<file path="src/rtl/vdg_pkg.sv">
// Shared widths, encodings and constants for the VDG-style text/graphics generator.
package vdg_pkg;
  localparam int unsigned LINE_W       = 8;
  localparam int unsigned COL_W        = 5;
  localparam int unsigned ADDR_W       = LINE_W + COL_W;
  localparam int unsigned GLYPH_ADDR_W = 10;
  localparam logic [7:0]  BLANK_BYTE   = 8'hFF;
  localparam logic        MODE_TEXT    = 1'b1;
  localparam logic        MODE_GFX     = 1'b0;
endpackage

</file>
<file path="src/rtl/vdg_text_gen_if.sv">
// Fetch-address / pixel-byte bus to the output stage plus the video RAM read port.
interface vdg_text_gen_if;
  import vdg_pkg::*;

  logic [ADDR_W-1:0] vga_address;
  logic [7:0]        vga_data;
  logic              settings;
  logic [ADDR_W-1:0] ram_addr;
  logic [7:0]        ram_data;

  modport master (
    output vga_address, settings, ram_data,
    input  vga_data, ram_addr
  );

  modport slave (
    input  vga_address, settings, ram_data,
    output vga_data, ram_addr
  );
endinterface

</file>
<file path="src/rtl/vdg_char_rom.sv">
// 1024 x 8 synchronous glyph ROM, 16 rows per character, bit0 = leftmost pixel, 1 = ink.
module vdg_char_rom
  import vdg_pkg::*;
(
  input  logic                    clk,
  input  logic [GLYPH_ADDR_W-1:0] addr,
  output logic [7:0]              data
);

  logic [7:0] rom_d;

  // Built-in font subset; characters not listed render as blank cells.
  always_comb begin
    rom_d = 8'h00;
    case (addr)
      {6'h01, 4'd2}, {6'h01, 4'd5}:                 rom_d = (addr[3:0] == 4'd2) ? 8'h3C : 8'h7E;
      {6'h01, 4'd3}, {6'h01, 4'd4}, {6'h01, 4'd6},
      {6'h01, 4'd7}, {6'h01, 4'd8}:                 rom_d = 8'h66;
      {6'h02, 4'd2}, {6'h02, 4'd5}, {6'h02, 4'd8}:  rom_d = 8'h3E;
      {6'h02, 4'd3}, {6'h02, 4'd4}, {6'h02, 4'd6},
      {6'h02, 4'd7}:                                rom_d = 8'h66;
      default:                                      rom_d = 8'h00;
    endcase
  end

  always_ff @(posedge clk) begin
    data <= rom_d;
  end

endmodule

</file>
<file path="src/rtl/vdg_text_gen.sv">
// Converts output-stage fetch addresses into pixel bytes: 256x192 bitmap or 32x16 text cells.
module vdg_text_gen
  import vdg_pkg::*;
#(
  parameter logic [ADDR_W-1:0] SCREEN_BASE    = 13'h0000,
  parameter int unsigned       LINES_PER_CHAR = 12,
  parameter int unsigned       TEXT_ROWS      = 16
) (
  input  logic           clk,
  input  logic           reset,
  vdg_text_gen_if.slave  bus
);

  localparam int unsigned ACTIVE_LINES = TEXT_ROWS * LINES_PER_CHAR;

  // S0: address register, line tracker, mode register
  logic [ADDR_W-1:0] addr_q;
  logic              valid0_q;
  logic [3:0]        row_q, row_d, gline_q, gline_d;
  logic              mode_q, mode_d;
  // S1 / S2 / S3 side-band
  logic [ADDR_W-1:0] ram_addr_q, ram_addr_d;
  logic              text1_q, blank1_q, text2_q, blank2_q, text3_q, blank3_q;
  logic              text1_d, blank1_d;
  logic [3:0]        gline1_q, gline2_q;
  logic              inv3_q;
  logic [7:0]        gfx3_q;
  logic [7:0]        glyph;
  logic              unused_ram_bit6;

  logic [LINE_W-1:0] line_in;
  assign line_in = bus.vga_address[ADDR_W-1:COL_W];
  assign unused_ram_bit6 = bus.ram_data[6];

  always_comb begin
    row_d   = row_q;
    gline_d = gline_q;
    mode_d  = mode_q;
    if (line_in != addr_q[ADDR_W-1:COL_W]) begin
      if (line_in == '0) begin
        row_d   = '0;
        gline_d = '0;
        mode_d  = bus.settings;
      end else if (gline_q == 4'(LINES_PER_CHAR - 1)) begin
        gline_d = '0;
        row_d   = row_q + 4'd1;
      end else begin
        gline_d = gline_q + 4'd1;
      end
    end
  end

  always_comb begin
    text1_d    = (mode_q == MODE_TEXT);
    blank1_d   = !valid0_q ||
                 (text1_d && ({24'd0, addr_q[ADDR_W-1:COL_W]} >= ACTIVE_LINES));
    ram_addr_d = ram_addr_q;
    if (valid0_q) begin
      if (!text1_d) begin
        ram_addr_d = addr_q;
      end else if (!blank1_d) begin
        ram_addr_d = SCREEN_BASE + {4'd0, row_q, addr_q[COL_W-1:0]};
      end
    end
  end

  always_ff @(posedge clk) begin
    if (reset) begin
      addr_q     <= '0;
      valid0_q   <= 1'b0;
      row_q      <= '0;
      gline_q    <= '0;
      mode_q     <= MODE_TEXT;
      ram_addr_q <= '0;
      text1_q    <= 1'b1;
      blank1_q   <= 1'b1;
      gline1_q   <= '0;
      text2_q    <= 1'b1;
      blank2_q   <= 1'b1;
      gline2_q   <= '0;
      text3_q    <= 1'b1;
      blank3_q   <= 1'b1;
      inv3_q     <= 1'b0;
      gfx3_q     <= BLANK_BYTE;
    end else begin
      addr_q     <= bus.vga_address;
      valid0_q   <= 1'b1;
      row_q      <= row_d;
      gline_q    <= gline_d;
      mode_q     <= mode_d;
      ram_addr_q <= ram_addr_d;
      text1_q    <= text1_d;
      blank1_q   <= blank1_d;
      gline1_q   <= gline_q;
      text2_q    <= text1_q;
      blank2_q   <= blank1_q;
      gline2_q   <= gline1_q;
      text3_q    <= text2_q;
      blank3_q   <= blank2_q;
      inv3_q     <= bus.ram_data[7];
      gfx3_q     <= bus.ram_data;
    end
  end

  // RAM data arrives during S2 and addresses the ROM directly; the ROM register is S3.
  vdg_char_rom u_char_rom (
    .clk  (clk),
    .addr ({bus.ram_data[5:0], gline2_q}),
    .data (glyph)
  );

  assign bus.ram_addr = ram_addr_q;
  assign bus.vga_data = blank3_q ? BLANK_BYTE :
                        text3_q  ? ~(glyph ^ {8{inv3_q}}) : gfx3_q;

endmodule
</file>
<file path="src/flat_wrapper.sv">
// flat-port wrapper written by rule: the top's interface ports become plain ports
module vdg_text_gen_flat import vdg_pkg::*;
#(
  parameter logic [ADDR_W-1:0] SCREEN_BASE    = 13'h0000,
  parameter int unsigned       LINES_PER_CHAR = 12,
  parameter int unsigned       TEXT_ROWS      = 16
)
  (clk, reset, bus_vga_address, bus_settings, bus_ram_data, bus_vga_data, bus_ram_addr);
  vdg_text_gen_if bus_i ();
  input  logic clk;
  input  logic reset;
  input wire logic [$bits(bus_i.vga_address)-1:0] bus_vga_address;
  input wire logic [$bits(bus_i.settings)-1:0] bus_settings;
  input wire logic [$bits(bus_i.ram_data)-1:0] bus_ram_data;
  output wire logic [$bits(bus_i.vga_data)-1:0] bus_vga_data;
  output wire logic [$bits(bus_i.ram_addr)-1:0] bus_ram_addr;
  assign bus_i.vga_address = bus_vga_address;
  assign bus_i.settings = bus_settings;
  assign bus_i.ram_data = bus_ram_data;
  assign bus_vga_data = bus_i.vga_data;
  assign bus_ram_addr = bus_i.ram_addr;
  vdg_text_gen #(.SCREEN_BASE(SCREEN_BASE), .LINES_PER_CHAR(LINES_PER_CHAR), .TEXT_ROWS(TEXT_ROWS)) u_core (.clk(clk), .reset(reset), .bus(bus_i));
endmodule
</file>
<file path="config.mk">
export PLATFORM = sky130hd
export DESIGN_NAME = vdg_text_gen_flat
export DESIGN_NICKNAME = d
export VERILOG_FILES = /design/src/rtl/vdg_pkg.sv /design/src/rtl/vdg_text_gen_if.sv /design/src/rtl/vdg_char_rom.sv /design/src/rtl/vdg_text_gen.sv /design/src/flat_wrapper.sv
export SDC_FILE = /design/constraint.sdc
export NUM_CORES = 1
export LEC_CHECK = 0
export CORE_MARGIN = 2
export CORE_UTILIZATION = 50
export DETAILED_ROUTE_END_ITERATION = 16
export PLACE_DENSITY = 0.77
export SYNTH_ARGS = -nofsm -noshare
export SYNTH_HDL_FRONTEND = slang
export SYNTH_SLANG_ARGS = --single-unit
</file>
<file path="constraint.sdc">
create_clock -name clk -period 2.18 [get_ports clk]
set_clock_uncertainty 0.15 [all_clocks]
set_input_delay 0.327 -clock clk [delete_from_list [all_inputs] [get_ports clk]]
set_output_delay 0.327 -clock clk [all_outputs]
set_load 0.01 [all_outputs]
</file>
# [Word-level counts from Yosys, hierarchy flattened]
# Cells that the tools add are included.
[word_totals] wordCells=62 input_bits=24 reg_bits=67
[classes] addsub=2 n_lt_le_gt_ge=1 eq_ne=18 bitwise=2 n_mux=11 n_reduce_logical=11
[op_table] op="$eq A10 B5 Y1 const B" count=7
[op_table] op="$eq A10 B6 Y1 const B" count=7
[op_table] op="$mux W13" count=2
[op_table] op="$pmux W7 S3" count=1
[op_table] op="$mux W4" count=4
[op_table] op="$mux W8" count=2
[op_table] op="$reduce_or A9 Y1" count=1
[op_table] op="$add A4 B1 Y4 const B" count=2
[op_table] op="$ge A8 B8 Y1 const B" count=1
[op_table] op="$logic_not A8 Y1" count=1
[op_table] op="$ne A8 B8 Y1" count=1
[op_table] op="$not A8 Y8" count=1
[op_table] op="$xor A8 B8 Y8" count=1
[op_table] op="$mux W7" count=1
[op_table] op="$reduce_and A2 Y1" count=3
[op_table] op="$eq A4 B2 Y1 const B" count=1
[op_table] op="$eq A4 B4 Y1 const B" count=1
[op_table] op="$reduce_or A3 Y1" count=1
[op_table] op="$ne A2 B2 Y1 const B" count=1
[op_table] op="$reduce_bool A2 Y1" count=1
[op_table] op="$reduce_or A2 Y1" count=1
[op_table] op="$logic_and A1 B1 Y1" count=1
[op_table] op="$logic_not A1 Y1" count=1
[op_table] op="$logic_or A1 B1 Y1" count=1
[op_table] op="$mux W1" count=1

# [Longest topological paths before layout]
# Gate-level depths: netlist (run 1).
[logic_depth] word_depth=5 mapped_depth=6

# [By module]
# From an unflattened synthesis (run 1), not the netlist that was laid out.
[unflattened] hier_cells=265 area_unflattened_um2=2537.4
[modules_own_cells] mod="vdg_text_gen" area_per_inst_um2=2278.4 seq_area_each_um2=1181.1 cells_per_inst=234 n_inst=1
[modules_own_cells] mod="vdg_char_rom" area_per_inst_um2=259.0 seq_area_each_um2=80.1 cells_per_inst=31 n_inst=1

# [Worst setup path before layout (run 1)]
# Ideal clock, no wire load.
[synth_timing] path_kind="reg2reg" start="reg u_core.gline_q[0]" end="reg u_core.row_q[3]" required_time_ns=1.913 stages_incl_launch_ff=6 t_arrival_ns=1.343 period_less_slack_ns=1.610 setup_slack_ns=0.570 cell_sequence="dfxtp_1 > ha_1 > and3b_1 > nand4_1 > a22o_2 > a32o_1"
[synth_via] elab_chain_len=3
[synth_rtl] item="start: declaration" line="vdg_text_gen.sv:19" rtl="logic [3:0] row_q, row_d, gline_q, gline_d;"
[synth_rtl] item="start signal: assignment" line="vdg_text_gen.sv:89" rtl="gline_q <= gline_d;"
[synth_rtl] item="$eq A4 B4 Y1" line="vdg_text_gen.sv:44" rtl="end else if (gline_q == 4'(LINES_PER_CHAR - 1)) begin"
[synth_rtl] item="$reduce_bool A2 Y1 (no line)"
[synth_rtl] item="$reduce_and A2 Y1 (no line)"
[synth_rtl] item="end signal: assignment" line="vdg_text_gen.sv:88" rtl="row_q <= row_d;"
[synth_rtl] item="end: declaration" line="vdg_text_gen.sv:19"
# No other way between the ends.
# A chain may end at the register's enable or synchronous reset.

# [Worst setup path in the final report (run 1)]
[layout_timing] start="reg u_core.inv3_q" end="out bus_vga_data[5]"
[layout_via] elab_chain_len=4
[layout_rtl] item="start: declaration" line="vdg_text_gen.sv:26" rtl="logic inv3_q;"
[layout_rtl] item="start signal: assignment" line="vdg_text_gen.sv:100" rtl="inv3_q <= bus.ram_data[7];"
[layout_rtl] item="$xor A8 B8 Y8" line="vdg_text_gen.sv:114" rtl="text3_q ? ~(glyph ^ {8{inv3_q}}) : gfx3_q;"
[layout_rtl] item="$not A8 Y8" line="vdg_text_gen.sv:114"
[layout_rtl] item="$mux W8" line="vdg_text_gen.sv:114"
[layout_rtl] item="$mux W8" line="vdg_text_gen.sv:113" rtl="assign bus.vga_data = blank3_q ? BLANK_BYTE :"
[layout_rtl] item="end: declaration" line="flat_wrapper.sv:15" rtl="output wire logic [$bits(bus_i.vga_data)-1:0] bus_vga_data;"
# No other way between the ends.

==> run metrics, run 1 <==
CP max FO=5; R2R depth=5; flop2flop setup slack=0.38 ns; placed insts=363; Worst slew margin=around half; final wirelength=5.01 mm; postcts setup bufs=0; Slew Limit Fails=0; Tcrit/Tclk final=94.6%; outcome=finished clean; Post-Syn Instances=256; net count after synthesis=282; I/O pin cnt=45; grt total ovfl=0; type of the most critical hold path=reg2reg; fraction of layout cells with a size suffix above 1=between 15 and 20%; Initial Util=51.9%; I/O Buffers=44; first-pass GRT wire length=roughly 7.9 mm; diode count=0; first drt pass iteration count=4; post-layout util=67.9%; Mean Syn Cell Area=9.57 µm²; post-synthesis register bit count=63; RSZ-0062 raised after global routing=no; setup_tns=0 ns; synth warn=0; CTS buffer count=9; Post-synth top cells=dfxtp_1 (63), nor2b_1 (24), nand2_1 (20), a21oi_1 (16), nor2_1 (16); synth unique cells=between 40 and 50; drt wl/cell=between 10 and 15 µm; clock slew at reported path FFs=0.07 ns; PwrDens=804 nW/µm²; initial antenna violation count=0; routability cong.=0.805; multi-input logic area=around 1100 µm²; H-tree levels=3; asr flop ratio synth=0%; vias in the first global route=1,754; largest area contributor in the netlist=dfxtp_1; FMAX=between 400 and 500 MHz; Worst Setup EP=bus_vga_data[5]; core area=about 4700 µm²; number of max-cap violations=0; worst flop-to-flop path endpoint=u_core.row_q[3]; Vias/cell=~5; Worst Max-Slew Pin Slew=roughly 0.75 ns; Final Instance Count excl. Fillers=378; worst slack, placed=-0.00229 ns; DRC=0; peak supply drop=0.000644 V; root buf cell=clkbuf_8; Die W=74.0 µm; setup ws final=0.118 ns; Critical Path Sink Type=output pin; Seq/Total Area, Yosys=51.5%; TritonCTS clock tree=done; most common cell in the netlist=dfxtp_1; setup violators final=0; Starting DRT DRC Count=74; Layout fillers=386; Seq. cell area=1270 µm²; clk_lat worst skew=0.33 ns; CP Class=reg2out; synth top area cells=dfxtp_1 (51%), nor2b_1 (6.1%), or2_2 (3.6%); largest net degree at the start of global routing=33; total power=2580 µW; Leakage Power=approximately 0.0013 µW; Tmin final=2.06 ns; Antenna Violating Nets Remaining=0; Startpoint Class=flop; worst flop-to-flop path startpoint=u_core.gline_q[0]; Syn Std Cell Area=between 2000 and 2500 µm²; DR vias=1,907; clk buf depth=2; HPWL after DPL=3.54 mm; Synth-to-Final Area Change=30.8%; Nets=around 330; Cell Rows=25; Hold Vio Cnt, Final=0; main flop type after synthesis=dfxtp_1; Tot GR Track Use=19.6%; Worst setup startpoint=u_core.inv3_q; Yosys top cell area share=roughly half; CTS Sinks=63; CP required=approximately 1.7 ns; die area=5480 µm²; Post-synth EDFFs=0; Data arrival, critical path=1.59 ns; Die H=74.0 µm
## state kept, by name (all words and copies together), names as in the netlist
signal	flops
u_core.text2_q	1
u_core.blank1_q	1
u_core.valid0_q	1
u_core.u_char_rom.data	4
u_core.text1_q	1
u_core.gline1_q	4
u_core.inv3_q	1
u_core.text3_q	1
u_core.gfx3_q	8
u_core.addr_q	13
u_core.gline_q	4
u_core.blank3_q	1
u_core.blank2_q	1
u_core.bus.ram_addr	13
u_core.row_q	4
u_core.mode_q	1
u_core.gline2_q	4
## cells by family (layout without fill, tap and decap cells)
family	Yosys count	after routing	share of synthesized area, %
and+or+nand+nor	102	102	23.3
DFF	63	63	51.5
AOI/OAI and AO/OA	48	48	13.3
buffers and inverters	22	77	3.83
xor gates and xnor gates	13	13	4.65
muxes	6	6	2.45
adders and majority gates	2	2	1.02
## cells in the final DEF, fill, tap and decap left out, types with 2 or more instances in the layout
cell	count
buf_4	8
nand2_1	20
nor3_1	5
ha_1	2
clkbuf_1	2
xor2_1	10
bufinv_16	3
inv_1	10
nand3_1	6
nor2b_1	24
a211oi_1	4
dfxtp_1	61
dlygate4sd2_1	2
o2bb2ai_1	3
xnor2_1	3
a22o_1	3
nor2_1	16
nor4_1	3
a21oi_1	16
clkdlybuf4s50_1	40
a22oi_1	4
o21ai_0	8
mux2i_1	6
nor4_2	2
clkbuf_8	9
or2_2	14
a32o_1	3
## through the flow
step	instance area (µm²)	hold slack, ns
2_1_floorplan	2450	0.239
3_3_place_gp	2970	0.242
3_5_place_dp	2970	0.245
4_1_cts	3200	0.253
5_1_grt	3210	0.272
6_report	3210	0.252
## layout make-up
type / count / share of cell area, %
multi-input combinational: 171 / 34.2
inverter: 10 / 1.17
clock inverter: 4 / 2.97
timing repair buffer: 52 / 15.5
clock buffer: 11 / 4.10
tap: 67 / 2.62
sequential: 63 / 39.5
## worst min path at each step
stage / from / endpoint / depth (start not counted)
detailed placement: u_core.blank1_q / u_core.blank2_q / 1
floorplan: u_core.blank1_q / u_core.blank2_q / 1
CTS: u_core.blank2_q / u_core.blank3_q / 1
finish: u_core.blank2_q / u_core.blank3_q / 1
global placement: u_core.blank2_q / u_core.blank3_q / 1
global route: u_core.text1_q / u_core.text2_q / 1
## routing by layer
metal	GRT usage [%]	wire, µm	vias up
li1	-	-	978
met1	21.7	2170	883
met2	35.0	2590	42
met3	4.07	220	4
met4	10.9	36	0
met5	0	0	-
## where the power goes
part	leakage, µW	internal, µW	total, µW	switching [µW]
registers	0.000517	1190	1220	27.5
clock network	0.000113	752	1160	412
logic	0.000675	104	192	87.6
## worst max-delay path, cell delays in order (launching register included)
cell and delay (ns):
dfxtp_4 0.37, xnor2_1 0.15, a21oi_1 0.09, o21ai_0 0.09, clkdlybuf4s50_1 0.56
## timing repair
item,4_1_cts,5_1_grt
endpoints found under the setup margin,6,1
resized for setup,5,1
hold buffers,0,0
No activity file was read; power rests on OpenSTA's default activity.
==> run 2, diff against run 1 <==
CORE_MARGIN = default   (was 2)
SKIP_LAST_GASP = 1   (was default)
==> run 2 against run 1 <==
Compared with the run above: global-route usage grew 1.4 points; wire length shrank 3.3%; total power shrank 11%; flip-flop and latch count is the same; core utilization shrank 0.87 points; critical endpoint is now bus_vga_data[4]; largest power group unchanged; highest routed layer unchanged; clock power shrank 23%.
==> run metrics, run 2 (synthesis results as in run 1) <==
first drt pass iteration count=4; postcts setup bufs=0; Tot GR Track Use=21.0%; grt total ovfl=0; worst flop-to-flop path endpoint=u_core.row_q[3]; first-pass GRT wire length=8.14 mm; Antenna Violating Nets Remaining=0; diode count=0; Initial Util=51.9%; worst flop-to-flop path startpoint=u_core.gline_q[0]; die area=around 5200 µm²; routability cong.=0.835; Data arrival, critical path=approximately 1.6 ns; Tcrit/Tclk final=~94%; clk buf depth=2; flop2flop setup slack=0.31 ns; setup violators final=0; hold path depth=1; Worst slew margin=52.7%; TritonCTS clock tree=done; Slew Limit Fails=0; CP max FO=5; number of max-cap violations=0; RSZ-0062 raised after global routing=no; root buf cell=clkbuf_8; Critical Path Sink Type=output pin; clock slew at reported path FFs=0.07 ns; Synth-to-Final Area Change=29.1%; setup_tns=0 ns; H-tree levels=3; Starting DRT DRC Count=107; hold path startpoint=u_core.blank1_q; core area=roughly 4700 µm²; final wirelength=about 4.8 mm; type of the most critical hold path=reg2reg; I/O pin cnt=45; PwrDens=728 nW/µm²; Worst Hold Path EP=u_core.blank2_q; CTS buffer count=9; fraction of layout cells with a size suffix above 1=approximately 15%; outcome=finished clean; hold slack=0.261 ns; Vias/cell=4.98; FMAX=between 400 and 500 MHz; CTS Sinks=63; Die W=72.0 µm; Worst Max-Slew Pin Slew=0.709 ns; R2R depth=5; Leakage Power=0.00128 µW; Die H=72.0 µm; vias in the first global route=1,797; clk_lat worst skew=0.34 ns; peak supply drop=0.000489 V; CP Class=reg2out; Startpoint Class=flop; Cell Rows=25; DR vias=1,889; Hold Vio Cnt, Final=0; CP required=~1.7 ns; Tmin final=~2.1 ns; largest net degree at the start of global routing=35; initial antenna violation count=0; drt wl/cell=between 10 and 15 µm; commonest non-fill, non-tap cells in the layout=dfxtp_1 (61), clkdlybuf4s50_1 (38), nor2b_1 (24); most common cell after layout, fill and taps aside=dfxtp_1; DRC=0; HPWL after DPL=roughly 3.5 mm; Nets=between 300 and 400; I/O Buffers=44
run 2: cell count changes in the layout (fill, tap and decap cells not counted), sizes merged:
cell / before / now
bufinv: 3 / 0
clkbuf: 11 / 13
clkdlybuf4s50: 40 / 38
clkinv: 1 / 2
clkinvlp: 0 / 1
dlygate4sd2: 2 / 1
dlymetal6s2s: 1 / 4
run 2: metrics by stage:
step | total power [µW] | cell area, µm² | utilization (%) | setup slack, ns | instances
2_1_floorplan | 1340 | 2450 | - | 0.570 | 256
3_3_place_gp | 1430 | 2970 | 63.0 | 0.0677 | 363
3_5_place_dp | 1440 | 2970 | 63.0 | 0.0601 | 363
4_1_cts | 2320 | 3150 | 66.8 | 0.0101 | 379
5_1_grt | 2400 | 3160 | 67.0 | 0.0152 | 379
6_report | 2300 | 3160 | 67.0 | 0.126 | 379
run 2: repair_timing:
action,in CTS,in global routing
hold buffers,0,0
endpoints found under the setup margin,5,4
hold endpoints to repair,0,0
gates resized for setup,4,4
run 2: worst max-delay path, stage by stage (launching register included):
cell,delay (ns)
dfxtp_4,0.37
xnor2_1,0.15
a21oi_1,0.09
o21ai_0,0.08
clkdlybuf4s50_1,0.55
run 2: power breakdown:
| part | total [µW] | internal, µW | switching, µW |
|---|---|---|---|
| sequential | 1220 | 1190 | 26.4 |
| clock | 893 | 471 | 422 |
| combinational | 190 | 104 | 85.5 |
run 2: metal layers:
metal	GRT usage [%]	part of all wire, %	up-vias
met5	0	0	-
met4	9.15	1.9	0
met3	7.22	3.7	9
met2	35.1	51	37
met1	24.6	44	862
li1	-	-	981
run 2: worst max path at each step:
stage | start | endpoint | depth (start not counted) | slack, ns
6_report | u_core.inv3_q | bus_vga_data[4] | 4 | 0.13
3_3_place_gp | bus_vga_address[10] | u_core.gline_q[2] | 6 | 0.07
3_5_place_dp | bus_vga_address[10] | u_core.gline_q[2] | 6 | 0.06
2_1_floorplan | u_core.gline_q[0] | u_core.row_q[3] | 5 | 0.57
4_1_cts | u_core.inv3_q | bus_vga_data[1] | 4 | 0.01
5_1_grt | u_core.inv3_q | bus_vga_data[4] | 4 | 0.02
run 2: cell type report:
cell class              count  area, µm²
well taps                  67       83.8
multi-input cells         171       1100
fillers                   396       1560
inverters                  10       37.5
clock inverters             3       17.5
clock buffers              13        159
repair buffers             52        504
flip-flops and latches     63       1270
==> run 3, diff against run 2 <==
CAP_MARGIN = 20   (was default)
CELL_PAD_IN_SITES_DETAIL_PLACEMENT = 1   (was default)
CELL_PAD_IN_SITES_GLOBAL_PLACEMENT = 2   (was default)
CORE_UTILIZATION = 32   (was 50)
PLACE_DENSITY = default   (was 0.77)
PLACE_DENSITY_LB_ADDON = 0.1   (was default)
SYNTH_HIERARCHICAL = 1   (was default)
==> run 3 against run 2 <==
Compared with the run above: global-route usage shrank 7.2 points; core utilization shrank 24 points; die area grew 60%; highest routed layer unchanged; design area grew 4.9%.
==> run metrics, run 3 <==
outcome=finished clean; CP Class=reg2out; largest net degree at the start of global routing=38; Vias/cell=about 4.6; TritonCTS clock tree=done; clk_lat worst skew=0.33 ns; Clk network pwr share=41.6%; post-synthesis register bit count=63; number of max-cap violations=0; asr flop ratio synth=0%; synth warn=6; sw power=approximately 580 µW; Die H=91.0 µm; I/O Buffers=between 40 and 50; Layout fillers=885; multi-input logic area=1170 µm²; Synth-to-Final Area Change=30.8%; Tmin final=2.09 ns; routability cong.=0.728; Seq/Total Area, Yosys=49.7%; Int Pwr=1870 µW; total power=around 2500 µW; Tot GR Track Use=between 10% and 20%; Starting DRT DRC Count=54; setup violators final=0; PwrDens=738 nW/µm²; core area=7690 µm²; DR vias=1,959; first-pass GRT wire length=9.05 mm; RSZ-0062 raised after global routing=yes; H-tree levels=3; Syn Std Cell Area=between 2000 and 3000 µm²; synth unique cells=a little over 40; Startpoint Class=flop; Flop pwr share=49.8%; flop2flop setup slack=0.40 ns; Antenna Violating Nets Remaining=0; Worst Max-Slew Pin Slew=0.755 ns; Slew Limit Fails=0; I/O pin cnt=45; Cell Rows=32; first drt pass iteration count=4; largest area contributor in the netlist=dfxtp_1; Post-synth EDFFs=0; commonest non-fill, non-tap cells in the layout=dfxtp_1 (63), clkdlybuf4s50_1 (35), nor2b_1 (23); drt wl/cell=12.7 µm; Leakage Power=between 0.001 and 0.0015 µW; Initial Util=33.0%; Die W=about 91 µm; final wirelength=5.36 mm; CP max FO=8; Hold Vio Cnt, Final=0; CTS Sinks=63; Tcrit/Tclk final=a little over nine tenths; Mean Syn Cell Area=9.58 µm²; Seq. cell area=1260 µm²; postcts setup bufs=0; # hold bufs at CTS=0; Nets=approximately 340; most common cell after layout, fill and taps aside=dfxtp_1; most common cell in the netlist=dfxtp_1; DRC=0; Sw Share=about a quarter; Worst slew margin=between 40% and 50%; root buf cell=clkbuf_8; Critical Path Sink Type=output pin; grt total ovfl=0; peak supply drop=0.000352 V; CTS buffer count=9; vias in the first global route=between 1,500 and 2,000; fraction of layout cells with a size suffix above 1=16.9%; diode count=0; initial antenna violation count=0; CP required=1.70 ns; die area=8290 µm²; clk buf depth=2; Yosys top cell area share=about half; combinational share of power=8.6%; main flop type after synthesis=dfxtp_1; FMAX=around 480 MHz; Data arrival, critical path=approximately 1.6 ns; Post-synth top cells=dfxtp_1 (63), nor2b_1 (23), nor2_1 (22), or2_2 (20), nand2_1 (19); clock slew at reported path FFs=0.07 ns; type of the most critical hold path=reg2reg; Post-Syn Instances=265; HPWL after DPL=3.82 mm; hold slack=0.258 ns; synth top area cells=dfxtp_1 (50%), xor2_1 (5.9%), nor2b_1 (5.7%)
## run 3: cell types whose count changed after synthesis, moves of 4 or more
cell	before	now
nor2_1	16	22
inv_1	10	5
buf_4	0	4
xor2_1	10	17
o21ai_0	8	1
or2_2	14	20
## run 3: cell families after synthesis
logic type / Yosys count / synth area share (%)
AO/OA/AOI/OAI: 46 / 12.9
XOR/XNOR: 18 / 6.21
adder cells (fa/ha/maj): 2 / 0.986
buffers and inverters: 22 / 4.59
flip-flops: 63 / 49.7
multiplexers: 5 / 1.97
other: 1 / 0.148
AND/OR/NAND/NOR: 108 / 23.5
## run 3: path summary, 6_finish.rpt
kind	endpoint	startpoint	cells after the start
worst max-delay path	bus_vga_data[5]	u_core/inv3_q	5
worst min-delay path	u_core/text2_q	u_core/text1_q	1
worst max register to register	u_core/u_char_rom/data[6]	u_core/gline2_q[3]	3
worst min register to register	u_core/text2_q	u_core/text1_q	1
## run 3: final cells by class
cell class / instances / share of cell area [%]
clock buffers: 10 / 4.15
inverters: 5 / 0.566
well taps: 102 / 3.85
multi-input cells: 181 / 35.3
repair buffers: 55 / 16.1
clock inverters: 6 / 2.07
flip-flops and latches: 63 / 38.0
## run 3: power groups by stage
| stage | registers [µW] | clock network (µW) | logic [µW] |
|---|---|---|---|
| detailed placement | 1250 | 0 | 214 |
| CTS | 1220 | 1060 | 214 |
| floorplan | 1240 | 0 | 114 |
| global route | 1220 | 1110 | 233 |
| global placement | 1250 | 0 | 212 |
| finish | 1220 | 1020 | 211 |
## run 3: routing by layer
metal  routed length [µm]  track usage (%)  vias to the layer above
met1                 2570             16.9                      926
met3                  197             4.86                        7
met4                   59             4.37                        0
li1                     -                -                      995
met2                 2530             22.7                       31
met5                    0                0                        -
## run 3: timing repair
item	4_1_cts	5_1_grt
pin swaps	0	0
gates resized for setup	8	1
setup endpoints to repair	8	1
## run 3: per-stage QoR
stage	setup WS [ns]	setup TNS (ns)	util [%]	std cells	cell area, µm²
final	0.0927	0	43.2	422	3320
after global routing	-0.00284	-0.00284	43.2	422	3320
after CTS	0.0455	0	43.1	422	3310
after detailed placement	-0.0405	-0.0825	40.5	406	3110
after global placement	0.0146	0	40.5	406	3110
after floorplan	0.549	0	-	266	2540
## run 3: worst max-delay path, cell delays in order, from the launching register on
cell,delay (ns)
dfxtp_1,0.36
buf_12,0.14
xor2_1,0.15
a21oi_1,0.08
or2_2,0.26
dlygate4sd2_1,0.28
